[src/rtl/keypad_debounce_encoder.sv]
// keypad_debounce_encoder: synchronise and debounce raw pushbuttons into a stable vector, key code and press strobe
module keypad_debounce_encoder #(
    parameter int NUM_BTN         = 20,
    parameter int SYNC_STAGES     = 2,
    parameter int DEBOUNCE_CYCLES = 16
) (
    input  logic               clk,
    input  logic               nrst,
    input  logic [NUM_BTN-1:0] buttons_raw,
    output logic [NUM_BTN-1:0] buttons_clean,
    output logic [4:0]         key_code,
    output logic               key_valid,
    output logic               key_strobe,
    output logic               multi_press
);
    localparam int CW = $clog2(DEBOUNCE_CYCLES + 1);
    localparam logic [CW-1:0] CNT_LAST = CW'(DEBOUNCE_CYCLES - 1);
    localparam logic [CW-1:0] CNT_MAX  = CW'(DEBOUNCE_CYCLES);

    typedef enum logic [1:0] {IDLE, PRESS_WAIT, HELD, RELEASE_WAIT} state_t;

    state_t                               state_q;
    logic [SYNC_STAGES-1:0][NUM_BTN-1:0]  sync_q;
    logic [NUM_BTN-1:0]                   cand_q;
    logic [CW-1:0]                        cnt_q;
    logic [NUM_BTN-1:0]                   sync;
    logic [CW-1:0]                        cnt_inc;

    // Lowest set bit wins, so digits take precedence over function keys
    function automatic logic [4:0] lowest_idx(input logic [NUM_BTN-1:0] v);
        lowest_idx = '0;
        for (int i = NUM_BTN - 1; i >= 0; i--)
            if (v[i]) lowest_idx = 5'(i);
    endfunction

    assign sync    = sync_q[SYNC_STAGES-1];
    assign cnt_inc = (cnt_q == CNT_MAX) ? cnt_q : cnt_q + CW'(1);

    // Shift raw levels through the synchroniser chain; only the last stage is consumed
    always_ff @(posedge clk or negedge nrst) begin
        if (!nrst) sync_q <= '0;
        else       sync_q <= {sync_q[SYNC_STAGES-2:0], buttons_raw};
    end

    // Debounce FSM: a vector must hold steady to be accepted, and all-zero must hold steady to release
    always_ff @(posedge clk or negedge nrst) begin
        if (!nrst) begin
            state_q       <= IDLE;
            cand_q        <= '0;
            cnt_q         <= '0;
            buttons_clean <= '0;
            key_code      <= '0;
            key_valid     <= 1'b0;
            key_strobe    <= 1'b0;
            multi_press   <= 1'b0;
        end else begin
            key_strobe <= 1'b0;
            case (state_q)
                IDLE: begin
                    if (sync != '0) begin
                        cand_q  <= sync;
                        cnt_q   <= CW'(1);
                        state_q <= PRESS_WAIT;
                    end
                end
                PRESS_WAIT: begin
                    if (sync == '0) begin
                        cnt_q   <= '0;
                        state_q <= IDLE;
                    end else if (sync != cand_q) begin
                        cand_q <= sync;
                        cnt_q  <= CW'(1);
                    end else if (cnt_q == CNT_LAST) begin
                        state_q       <= HELD;
                        buttons_clean <= cand_q;
                        key_code      <= lowest_idx(cand_q);
                        key_valid     <= 1'b1;
                        key_strobe    <= 1'b1;
                        multi_press   <= |(cand_q & (cand_q - NUM_BTN'(1)));
                    end else begin
                        cnt_q <= cnt_inc;
                    end
                end
                HELD: begin
                    if (sync != cand_q) begin
                        state_q <= RELEASE_WAIT;
                        cnt_q   <= (sync == '0) ? CW'(1) : '0;
                    end
                end
                RELEASE_WAIT: begin
                    if (sync == cand_q) begin
                        state_q <= HELD;
                    end else if (sync != '0) begin
                        cnt_q <= '0;
                    end else if (cnt_q == CNT_LAST) begin
                        state_q       <= IDLE;
                        cnt_q         <= '0;
                        buttons_clean <= '0;
                        key_code      <= '0;
                        key_valid     <= 1'b0;
                        multi_press   <= 1'b0;
                    end else begin
                        cnt_q <= cnt_inc;
                    end
                end
                default: state_q <= IDLE;
            endcase
        end
    end
endmodule

[config.mk]
export PLATFORM = sky130hd
export DESIGN_NAME = keypad_debounce_encoder
export DESIGN_NICKNAME = d
export VERILOG_FILES = /design/src/rtl/keypad_debounce_encoder.sv
export SDC_FILE = /design/constraint.sdc
export NUM_CORES = 1
export LEC_CHECK = 0
export CAP_MARGIN = 40
export CORE_MARGIN = 5
export CORE_UTILIZATION = 36
export DETAILED_ROUTE_END_ITERATION = 16
export DONT_BUFFER_PORTS = 1
export HOLD_SLACK_MARGIN = 0.02
export MAX_ROUTING_LAYER = met4
export PLACE_DENSITY = 0.49
export SYNTH_ARGS = -nofsm -noshare
export SYNTH_HDL_FRONTEND = slang
export SYNTH_SLANG_ARGS = --single-unit
[constraint.sdc]
create_clock -name clk -period 2.5 [get_ports clk]
set_input_delay 0.5 -clock clk [delete_from_list [all_inputs] [get_ports clk]]
set_output_delay 0.5 -clock clk [all_outputs]
set_load 0.05 [all_outputs]
Word-level counts from Yosys, hierarchy flattened
Index checks and enable logic that the tools add are counted.
Cells by class
  add/sub/neg operators: 2
  multiply operators: 0
  div/mod/pow operators: 0
  $lt $le $gt $ge: 0
  equal/unequal tests: 21
  shift operators: 0
  mux-type cells: 73
  bitwise operators: 1
  reduce and logical (&&, ||, !) cells: 10
Operators by type and width (number)
  20-bit 2-to-1 mux: 9
  5-bit 2-to-1 mux: 35
  20-bit one-hot mux with 2 select lines: 2
  20-bit bitwise AND: 1
  20-bit == test: 1
  20-bit zero test: 1
  20-bit != test: 1
  5-bit one-hot mux with 4 select lines: 1
  20-bit nonzero test: 1
  20-bit OR reduction: 1
  20-bit by 1-bit subtractor with 20-bit output (second input constant): 1
  2-bit != test (second input constant): 9
  2-bit 2-to-1 mux: 8
  1-bit 2-to-1 mux: 14
  3-bit != test (second input constant): 4
  5-bit one-hot mux with 2 select lines: 1
  2-bit one-hot mux with 4 select lines: 1
  4-bit AND reduction: 2
  7-bit AND reduction: 1
  6-bit AND reduction: 1
  5-bit by 1-bit adder with 5-bit output (second input constant): 1
  5-bit by 4-bit == test with 1-bit output (second input constant): 1
  5-bit == test (second input constant): 1
  2-bit == test (second input constant): 2
  other kinds (5): 7
Storage, ports and cells
  flip-flop bits (word level): 95
  bits in latches: 0
  bits in writable memories: 0
  ROM bits: 0
  bits of input ports: 22
  output and inout bits: 28
  word-level logic and storage cells: 117
  memories kept: 0

Depth between registers and ports, before layout
Gate-level depths: netlist of the first run.
  depth after elaboration: 24
  mapped depth: 9
  mapped depth without buffers: 7

Worst setup path after synthesis of the first run
No wires, ideal clock.
  kind: register -> register
  start: reg cand_q[1]
  end: reg multi_press
  library setup time: 0.121 ns
  arrival: 2.297 ns
  data required time: 2.379 ns
  slack: 0.082 ns
  cell stages (with the launch flop): 9
  path buffers: 1
  clock period less this slack: 2.418 ns
  cells stage by stage: dfrtp_1 > buf_6 > or4_4 > nand2b_4 > nor2_4 > nand3_2 > maj3_2 > or4_1 > a22o_1
Between the ends
  cells in the longest elaborated chain, start to end: 7
  elaborated cells between the ends (all ways): 12
  those cells by class: add/sub (1); eq/ne (4); mux (4); bitwise (1); reduce/logical (2)
RTL lines
  start, declared: RTL line 24  | logic [NUM_BTN-1:0] cand_q;
  start signal, assigned: RTL line 61  | cand_q <= sync;
  start signal, assigned: RTL line 71  | cand_q <= sync;
  20-bit by 1-bit subtractor with 20-bit output: RTL line 79  | multi_press <= |(cand_q & (cand_q - NUM_BTN'(1)));
  20-bit bitwise AND: RTL line 79
  20-bit OR reduction: RTL line 79
  1-bit 2-to-1 mux: RTL line 73  | end else if (cnt_q == CNT_LAST) begin
  1-bit 2-to-1 mux: RTL line 70  | end else if (sync != cand_q) begin
  1-bit 2-to-1 mux: RTL line 67  | if (sync == '0) begin
  1-bit one-hot mux with 2 select lines: RTL line 58  | case (state_q)
  end signal, assigned: RTL line 79
  end, declared: RTL line 14  | output logic multi_press
Several ways; a longest one is shown, not always the timed one. The select of a mux whose other input is x is not followed.
A chain may end at the register's enable or synchronous reset.

Final worst setup path of the first run
  start: reg cand_q[0]
  end: reg multi_press
Same word-level chain as after synthesis.

==> metrics.md, run 1 <==
| Metric | Value |
|---|---|
| CP Class | reg -> reg |
| Pre-Repair DR Iteration Count | 6 |
| Via/cell ratio | 5.13 |
| Row count | 38 |
| PortBufs | 0 |
| GR Util All Layers | 0.140 |
| GPL Wtd Cong | about 0.79 |
| Wire per inst | 17.4 um |
| Most common cell after layout, fill and taps aside | dfrtp_1 |
| # IOs | 50 |
| Sw frac | 0.229 |
| Die Area | roughly 0.013 mm^2 |
| Reg clk slew, reported paths | 0.09 ns |
| Sequential power share | 0.587 |
| CTS Root Cell | clkbuf_8 |
| Largest stage delay on the critical path | roughly 0.55 ns |
| CP arrival | 2.67 ns |
| Synth-to-layout area growth | 12.8% |
| Post-CTS Setup Inserts | 0 |
| Synth unique cells | 52 |
| Commonest cells after routing, fill and taps aside | dfrtp_1 (95), a22o_1 (24), nand2_1 (22) |
| Largest net degree at the start of global routing | 96 |
| TritonCTS clock tree | yes |
| Post-synth EDFFs | 0 |
| Fraction of layout cells with a size suffix above 1 | 0.180 |
| Setup violators final | 0 |
| # DRC | 0 |
| Internal power | between 2 and 2.5 mW |
| Met1 Usage GRT | 0.191 |
| Die height | 114 um |
| Final #Nets | 358 |
| CP Launch Type | flop |
| Max VDD drop | 0.282 mV |
| Placed Area | roughly 0.0042 mm^2 |
| Routed Antenna Nets | 0 |
| Pre-CTS WS | slightly below 0.09 ns |
| PD cells | 633 mW/mm^2 |
| Failing checks | hold timing |
| Hold_ws | -0.183 ns |
| Clock skew after layout | ~0.013 ns |
| Stages on the worst setup path | 7 |
| Crit-path cells | or4_4 > nand2b_4 > nor2_4 > nand3_2 > maj3_2 > or4_1 > a22o_1 |
| Hold crit path type | in -> async |
| Clock power frac | 0.366 |
| Critical Path RT | 2.76 ns |
| Initial Utilization | 0.363 |
| Initial antenna violation count | 0 |
| Number of synthesized register bits | 95 |
| Max-cap violations | 0 |
| Post-DP HPWL | 5750 um |
| Worst Max-Slew Pin Slew | 0.504 ns |
| Mapped Cells | about 320 |
| CP Max Fanout | 4 |
| Vias in the first global route | 2505 |
| Fin crit period | 2.40 ns |
| Reg2Reg Depth | 7 |
| WP buf/inv | 0 |
| Antenna diodes | 0 |
| Seq/Total Area, Yosys | 0.612 |
| Average size of a mapped cell | 12.2 um^2 |
| Final Util | 0.410 |
| Status | complete, but fails checks |
| Final Instance Area | 0.00439 mm^2 |
| Initial DRC count | 145 |
| Worst rel slew slack | 0.664 |
| Final worst-path cycle share | 0.961 |
| Total wire length | 8320 um |
| Logic pwr share | 0.047 |
| Total gr overflow | 0 |
| Final worst setup slack | 0.0970 ns |
| Crit. End Element | flop |
| Final hold violation count | 95 |
| CP max stage cell | or4_4 |
| Met2 usage | 0.201 |
| # fillers | 1045 |
| Chip width | 114 um |
| Synth Net Count | 344 |
| Met3 usage | 0.0350 |
| Busiest grt layer | met2 |
| Top delay family on crit path | simple AND/OR/NAND/NOR gates |
| First-pass GRT wire length | 13700 um |
| Fmax | 416 MHz |
| Ys Warns | 0 |
| Most used flip-flop cell after synthesis | dfrtp_1 |
| Clk_lat worst skew | 0.37 ns |
| Post-Syn Area | 0.00389 mm^2 |
| H-tree Lvls | 3 |
| Clock buffer depth | 2 |
| Max Slew Vio Count | 0 |
| Clk sinks | 95 |
| RSZ-0062 raised after global routing | false |
| Switching power total | between 0.6 and 0.7 mW |
| Core area | approximately 0.011 mm^2 |
| Setup TNS | 0 ns |
| Leak Pwr | 1.88 nW |
| Async SR Flop Fraction | 1.00 |
| CTS buffer count | 9 |
| Vias | 2452 |
[worst reg2reg max path, delay by kind of cell, from the launching register on]
family	cells	cell delay, ns
simple gates	5	1.42
flops	1	0.39
fa+ha+maj	1	0.30
compound gates	1	0.19
[synthesized netlist by cell type (all sizes together) (2+ instances only)]
cell type / instances / area share
nor4: 7 / 0.015
nand3: 6 / 0.0090
o21bai: 2 / 0.0048
nor3: 7 / 0.010
o21ai: 17 / 0.022
clkbuf: 13 / 0.013
mux2: 13 / 0.038
a32o: 2 / 0.0052
xnor2: 21 / 0.047
nand2: 23 / 0.022
nand2b: 4 / 0.0084
a21oi: 8 / 0.010
nand4: 5 / 0.0080
maj3: 4 / 0.011
nor2: 15 / 0.016
a22o: 24 / 0.054
a22oi: 3 / 0.0058
buf: 6 / 0.0093
ha: 3 / 0.0097
or2: 2 / 0.0032
o31ai: 4 / 0.0077
or4: 2 / 0.0048
and3: 3 / 0.0048
dfrtp: 95 / 0.61
a31oi: 3 / 0.0048
inv: 11 / 0.011
[power groups by stage]
stage	clock network, mW	registers (mW)	logic [mW]
after floorplan	0	1.64	0.0983
after global placement	0	1.66	0.130
after detailed placement	0	1.66	0.129
after CTS	1.05	1.63	0.131
after global routing	1.12	1.64	0.144
final	1.01	1.63	0.131
[path summary, 6_finish.rpt]
path	from	slack (ns)	end
worst max-delay path	cand_q[0]	0.1	multi_press
worst min-delay path	nrst	-0.18	key_code[4]
worst max register to register	cand_q[0]	0.1	multi_press
worst min register to register	sync_q[3]	0.35	sync[3]
max in group asynchronous	nrst	2.54	sync_q[2]
min in group clk	buttons_raw[18]	0.16	sync_q[18]
[per-layer routing]
metal | vias to the layer above | share of wire | wire length, um
li1 | 1167 | - | -
met1 | 1213 | 0.48 | 3990
met2 | 63 | 0.45 | 3770
met3 | 9 | 0.049 | 411
met4 | 0 | 0.017 | 143
met5 | - | 0 | 0
[state kept, by name, indices dropped and copies added, names as in the netlist]
name and flops:
key_valid 1, cnt_q 5, key_strobe 1, sync 20
state_q 2, cand_q 20, buttons_clean 20, key_code 5
multi_press 1, sync_q 20
[metrics by stage]
stage | power [mW] | cells
detailed placement | 1.79 | 462
floorplan | 1.74 | 319
CTS | 2.81 | 478
global route | 2.90 | 478
finish | 2.77 | 478
global placement | 1.79 | 462
[kinds of logic (layout without fill, tap and decap cells)]
group                    Yosys count  in the layout  share of synthesized area
buffers and inverters             30             49                     0.0325
adder cells (fa/ha/maj)            7              7                     0.0203
multiplexers                      13             13                     0.0377
XOR/XNOR                          21             21                     0.0473
AO/OA/AOI/OAI                     74             74                      0.139
flip-flops                        95             95                      0.612
AND/OR/NAND/NOR                   79             79                      0.111
[what timing repair did]
item	CTS	global route
endpoints found under the setup margin	0	21
gates resized for setup	0	2
hold endpoints to repair	95	95
[area by class of cell]
cell class / instances / area (um^2) / area share
sequential: 95 / 2380 / 0.542
multi-input combinational: 194 / 1400 / 0.320
timing repair buffer: 22 / 190 / 0.0434
tap: 140 / 175 / 0.0399
clock buffer: 11 / 141 / 0.0322
clock inverter: 5 / 57.6 / 0.0131
inverter: 11 / 41.3 / 0.00942
No activity file was read; power rests on OpenSTA's default activity.
==> inputs of run 2 (changes only) <==
--- a/config.mk
+++ b/config.mk
@@ -13,6 +13,7 @@
 export HOLD_SLACK_MARGIN = 0.02
 export MAX_ROUTING_LAYER = met4
 export PLACE_DENSITY = 0.49
+export RECOVER_POWER = 100
 export SYNTH_ARGS = -nofsm -noshare
 export SYNTH_HDL_FRONTEND = slang
 export SYNTH_SLANG_ARGS = --single-unit
==> metrics.md, run 2 (synthesis results as in run 1) <==
| Metric | Value |
|---|---|
| Commonest cells after routing, fill and taps aside | dfrtp_1 (95), a22o_1 (24), nand2_1 (23) |
| Vias | 2456 |
| Initial DRC count | about 140 |
| Initial Utilization | 0.363 |
| H-tree Lvls | 3 |
| Multi-input gate area | 0.00140 mm^2 |
| CP max stage cell | or4_4 |
| Routed Antenna Nets | 0 |
| Wire per inst | 17.4 um |
| Reg2Reg Depth | 7 |
| # IOs | 50 |
| TritonCTS clock tree | yes |
| RSZ-0062 raised after global routing | false |
| Sequential power share | 0.587 |
| Pre-CTS WS | between 0.08 and 0.09 ns |
| Switching power total | 0.636 mW |
| Via/cell ratio | 5.14 |
| # fillers | approximately 1000 |
| Leak Pwr | between 1.5 and 2 nW |
| Clk sinks | 95 |
| Setup TNS | 0 ns |
| Final worst-path cycle share | 0.961 |
| Most common cell after layout, fill and taps aside | dfrtp_1 |
| Max-cap violations | 0 |
| CP Class | reg -> reg |
| Failing checks | hold timing |
| # DRC | 0 |
| Fin crit period | about 2.4 ns |
| Logic pwr share | 0.047 |
| Antenna diodes | 0 |
| Chip width | 114 um |
| Reg2Reg Setup Slack | 0.1 ns |
| PortBufs | 0 |
| PD cells | 634 mW/mm^2 |
| Crit-path cells | or4_4 > nand2b_4 > nor2_4 > nand3_2 > maj3_2 > or4_1 > a22o_1 |
| CP Launch Type | flop |
| Worst Max-Slew Pin Slew | 0.504 ns |
| Internal power | approximately 2.1 mW |
| First-pass GRT wire length | 13700 um |
| Crit. End Element | flop |
| Largest net degree at the start of global routing | 96 |
| Clock skew after layout | about 0.012 ns |
| Storage element area | 0.00238 mm^2 |
| Reg-to-Reg Start | cand_q[0] |
| Clock power frac | 0.366 |
| Hold_ws | -0.186 ns |
| Row count | 38 |
| Die height | 114 um |
| Reg clk slew, reported paths | 0.09 ns |
| Core area | ~0.011 mm^2 |
| Post-DP HPWL | 5750 um |
| Pre-Repair DR Iteration Count | 4 |
| Status | complete, but fails checks |
| Die Area | ~0.013 mm^2 |
| CP Max Fanout | 4 |
| Synth-to-layout area growth | 12.6% |
| Final hold violation count | 95 |
| Hold crit path type | in -> async |
| Vias in the first global route | 2505 |
| CTS buffer count | 9 |
| CP arrival | 2.67 ns |
| Sw frac | 0.229 |
| Largest stage delay on the critical path | roughly 0.55 ns |
| Fmax | 416 MHz |
| Reg2reg end | multi_press |
| Max Slew Vio Count | 0 |
| Total wire length | 8300 um |
| Clock buffer depth | 2 |
| GR Util All Layers | 0.140 |
| GPL Wtd Cong | 0.785 |
| CTS Root Cell | clkbuf_8 |
| Fraction of layout cells with a size suffix above 1 | 0.175 |
| Final #Nets | around 360 |
| Setup violators final | 0 |
| Total gr overflow | 0 |
| Final worst setup slack | 0.0981 ns |
| Max VDD drop | 0.283 mV |
| Initial antenna violation count | 0 |
| Critical Path RT | 2.77 ns |
| Clk_lat worst skew | 0.37 ns |
| Worst rel slew slack | 0.664 |
| Total power | 2.77 mW |
run 2: cell count changes in the layout (fill, tap and decap cells not counted):
cell,delta
o21bai_2,-1
o21bai_1,+1
nand2_1,+1
buf_4,-2
buf_2,+1
clkbuf_2,+1
o21ai_1,-2
o21ai_0,+2
nand2_2,-1
run 2: area by class of cell:
type                            instances  area share
Sequential cell                        95       0.543
Multi-Input combinational cell        194       0.319
Timing Repair Buffer                   22      0.0423
Tap cell                              140      0.0400
Clock buffer                           11      0.0323
Clock inverter                          5      0.0132
Inverter                               11     0.00944
run 2: routing by layer:
layer	wire length [um]	vias to the layer above	track usage	part of all wire
met5	0	-	-	0
met4	125	0	0.0546	0.015
met3	415	10	0.0350	0.050
met2	3790	62	0.201	0.46
met1	3970	1218	0.191	0.48
li1	-	1166	-	-
run 2: how the worst max path moves through the flow:
stage,from,to,slack (ns),cells past startpoint
finish,cand_q[0],multi_press,0.1,7
global route,cand_q[0],multi_press,0.005,7
CTS,cand_q[0],multi_press,0.08,7
detailed placement,cand_q[0],multi_press,0.09,7
global placement,cand_q[0],multi_press,0.14,7
floorplan,cand_q[1],multi_press,0.08,8
run 2: stage by stage:
stage / utilization / instance area, um^2 / std cells
finish: 0.409 / 4370 / 478
global route: 0.409 / 4370 / 478
CTS: 0.409 / 4380 / 478
detailed placement: 0.391 / 4180 / 462
global placement: 0.391 / 4180 / 462
floorplan: - / 3890 / 319
run 2: critical path, delay by kind of cell (launching register included):
family / cells / cell delay (ns)
simple gates: 5 / 1.42
flops: 1 / 0.39
compound gates: 1 / 0.19
fa+ha+maj: 1 / 0.30
run 2: repair_timing:
item	4_1_cts	5_1_grt
setup buffers	0	0
gates resized for setup	0	2
endpoints found under the setup margin	0	21
endpoints found under the hold margin	95	95
run 2: power groups by stage:
stage / clock network (mW) / registers (mW) / logic [mW]
CTS: 1.05 / 1.63 / 0.131
global placement: 0 / 1.66 / 0.130
floorplan: 0 / 1.64 / 0.0983
global route: 1.12 / 1.64 / 0.143
finish: 1.02 / 1.63 / 0.130
detailed placement: 0 / 1.66 / 0.129
==> inputs of run 3 (changes only) <==
--- a/config.mk
+++ b/config.mk
@@ -12,7 +12,7 @@
 export DONT_BUFFER_PORTS = 1
 export HOLD_SLACK_MARGIN = 0.02
 export MAX_ROUTING_LAYER = met4
-export PLACE_DENSITY = 0.49
+export PLACE_DENSITY = 0.47
 export RECOVER_POWER = 100
 export SYNTH_ARGS = -nofsm -noshare
 export SYNTH_HDL_FRONTEND = slang
==> constraint.sdc (replaced) <==
create_clock -name clk -period 2.38 [get_ports clk]
set_input_delay 0.476 -clock clk [delete_from_list [all_inputs] [get_ports clk]]
set_output_delay 0.476 -clock clk [all_outputs]
set_load 0.05 [all_outputs]
==> metrics.md, run 3 (synthesis results as in run 1) <==
| Metric | Value |
|---|---|
| Routed Antenna Nets | 0 |
| Final #Nets | between 300 and 400 |
| CP arrival | 2.56 ns |
| CTS Root Cell | clkbuf_8 |
| Max-cap violations | 0 |
| Die Area | between 0.01 and 0.015 mm^2 |
| DR top layer | met4 |
| Synth-to-layout area growth | 13.5% |
| Met2 WL | 3360 um |
| WL met3 | 335 um |
| Fin crit period | 2.29 ns |
| Wire per inst | about 17 um |
| Setup violators final | 0 |
| Critical Path RT | 2.65 ns |
| Reg2Reg Depth | 7 |
| CP Class | reg -> reg |
| Die height | about 110 um |
| # IOs | 50 |
| PD cells | 657 mW/mm^2 |
| Initial antenna violation count | 0 |
| Fmax | 437 MHz |
| Fraction of layout cells with a size suffix above 1 | 0.185 |
| GR Util All Layers | 0.135 |
| Hold crit path type | in -> async |
| Total wire length | roughly 8000 um |
| Max VDD drop | 0.328 mV |
| Antenna diodes | 0 |
| # DRC | 0 |
| Sequential power share | 0.592 |
| CP Max Fanout | 4 |
| H-tree Lvls | 3 |
| Worst rel slew slack | 0.665 |
| Internal power | 2.15 mW |
| Core area | 0.0107 mm^2 |
| PortBufs | 0 |
| Clk_lat worst skew | ~0.37 ns |
| CP Launch Type | flop |
| Vias in the first global route | 2443 |
| Via/cell ratio | 5.07 |
| Met1 wire length | ~4200 um |
| Clock power frac | 0.363 |
| Sw frac | 0.259 |
| Failing checks | hold timing |
| Switching power total | 0.749 mW |
| Crit. End Element | flop |
| Post-CTS Setup Inserts | 0 |
| Clk sinks | 95 |
| CTS buffer count | 9 |
| Initial DRC count | 160 |
| Setup TNS | 0 ns |
| Max Slew Vio Count | 0 |
| Logic pwr share | 0.046 |
| Final hold violation count | 95 |
| Clock skew after layout | 0.0179 ns |
| Reg clk slew, reported paths | 0.11 ns |
| Total gr overflow | 0 |
| RSZ-0062 raised after global routing | false |
| Clock buffer depth | 2 |
| Commonest cells after routing, fill and taps aside | dfrtp_1 (94), a22o_1 (24), nand2_1 (23) |
| Vias | 2439 |
| Pre-Repair DR Iteration Count | 4 |
| Largest net degree at the start of global routing | 96 |
| GPL Wtd Cong | 0.811 |
| Initial Utilization | 0.363 |
| Status | complete, but fails checks |
| Chip width | 114 um |
| Row count | 38 |
| Post-DP HPWL | 5610 um |
| Final Util | 0.412 |
| Worst Max-Slew Pin Slew | ~0.5 ns |
| Final worst-path cycle share | 0.962 |
| Hold_ws | -0.218 ns |
| Most common cell after layout, fill and taps aside | dfrtp_1 |
| Leak Pwr | 1.90 nW |
| First-pass GRT wire length | approximately 13000 um |
| TritonCTS clock tree | yes |
[run 3: cell count changes in the layout (fill, tap and decap cells not counted), sizes merged]
cell | before | now
inv | 11 | 14
buf | 21 | 23
clkinv | 1 | 3
clkinvlp | 3 | 1
bufinv | 1 | 0
clkbuf | 12 | 11
[run 3: what timing repair did]
| action | 4_1_cts | 5_1_grt |
|---|---|---|
| hold endpoints to repair | 95 | 95 |
| setup endpoints to repair | 0 | 12 |
| gates resized for setup | 0 | 3 |
[run 3: final timing paths]
path / start / slack (ns) / end
max: cand_q[0] / 0.09 / multi_press
min: nrst / -0.22 / buttons_clean[18]
max reg2reg: cand_q[0] / 0.09 / multi_press
min reg2reg: sync_q[18] / 0.36 / sync[18]
max in group asynchronous: nrst / 2.43 / cand_q[9]
min in group clk: buttons_raw[5] / 0.12 / sync_q[5]
[run 3: power by group through the flow]
stage / Combinational [mW] / Clock (mW) / Sequential [mW]
2_1_floorplan: 0.104 / 0 / 1.72
3_3_place_gp: 0.133 / 0 / 1.74
3_5_place_dp: 0.132 / 0 / 1.75
4_1_cts: 0.133 / 1.10 / 1.71
5_1_grt: 0.147 / 1.17 / 1.72
6_report: 0.133 / 1.05 / 1.71
[run 3: cell type report]
type | instances | area [um^2]
inverter | 11 | 41.3
clock inverter | 7 | 75.1
tap | 140 | 175
multi-input combinational | 194 | 1400
clock buffer | 9 | 124
fill | 1031 | 6290
timing repair buffer | 25 | 221
sequential | 95 | 2380
[run 3: stage by stage]
step | setup slack (ns) | instances | hold slack, ns | total power [mW] | cell area (um^2)
after floorplan | 0.0370 | 319 | 0.180 | 1.83 | 3890
after global placement | 0.102 | 465 | 0.184 | 1.88 | 4210
after detailed placement | 0.0815 | 465 | 0.184 | 1.88 | 4210
after CTS | 0.0829 | 481 | -0.235 | 2.95 | 4410
after global routing | 0.00936 | 481 | -0.242 | 3.04 | 4410
final | 0.0893 | 481 | -0.218 | 2.90 | 4410
[run 3: metal layers]
layer	GRT usage	vias up
met5	-	-
met3	0.0281	11
met2	0.180	55
li1	-	1181
met1	0.197	1192
met4	0.0610	0
[run 3: critical path, cell delays in order (launching register included)]
cell	delay [ns]
dfrtp_1	0.39
or4_4	0.55
nand2b_4	0.18
nor2_4	0.12
nand3_1	0.10
maj3_2	0.30
or4_1	0.39
a22o_1	0.20
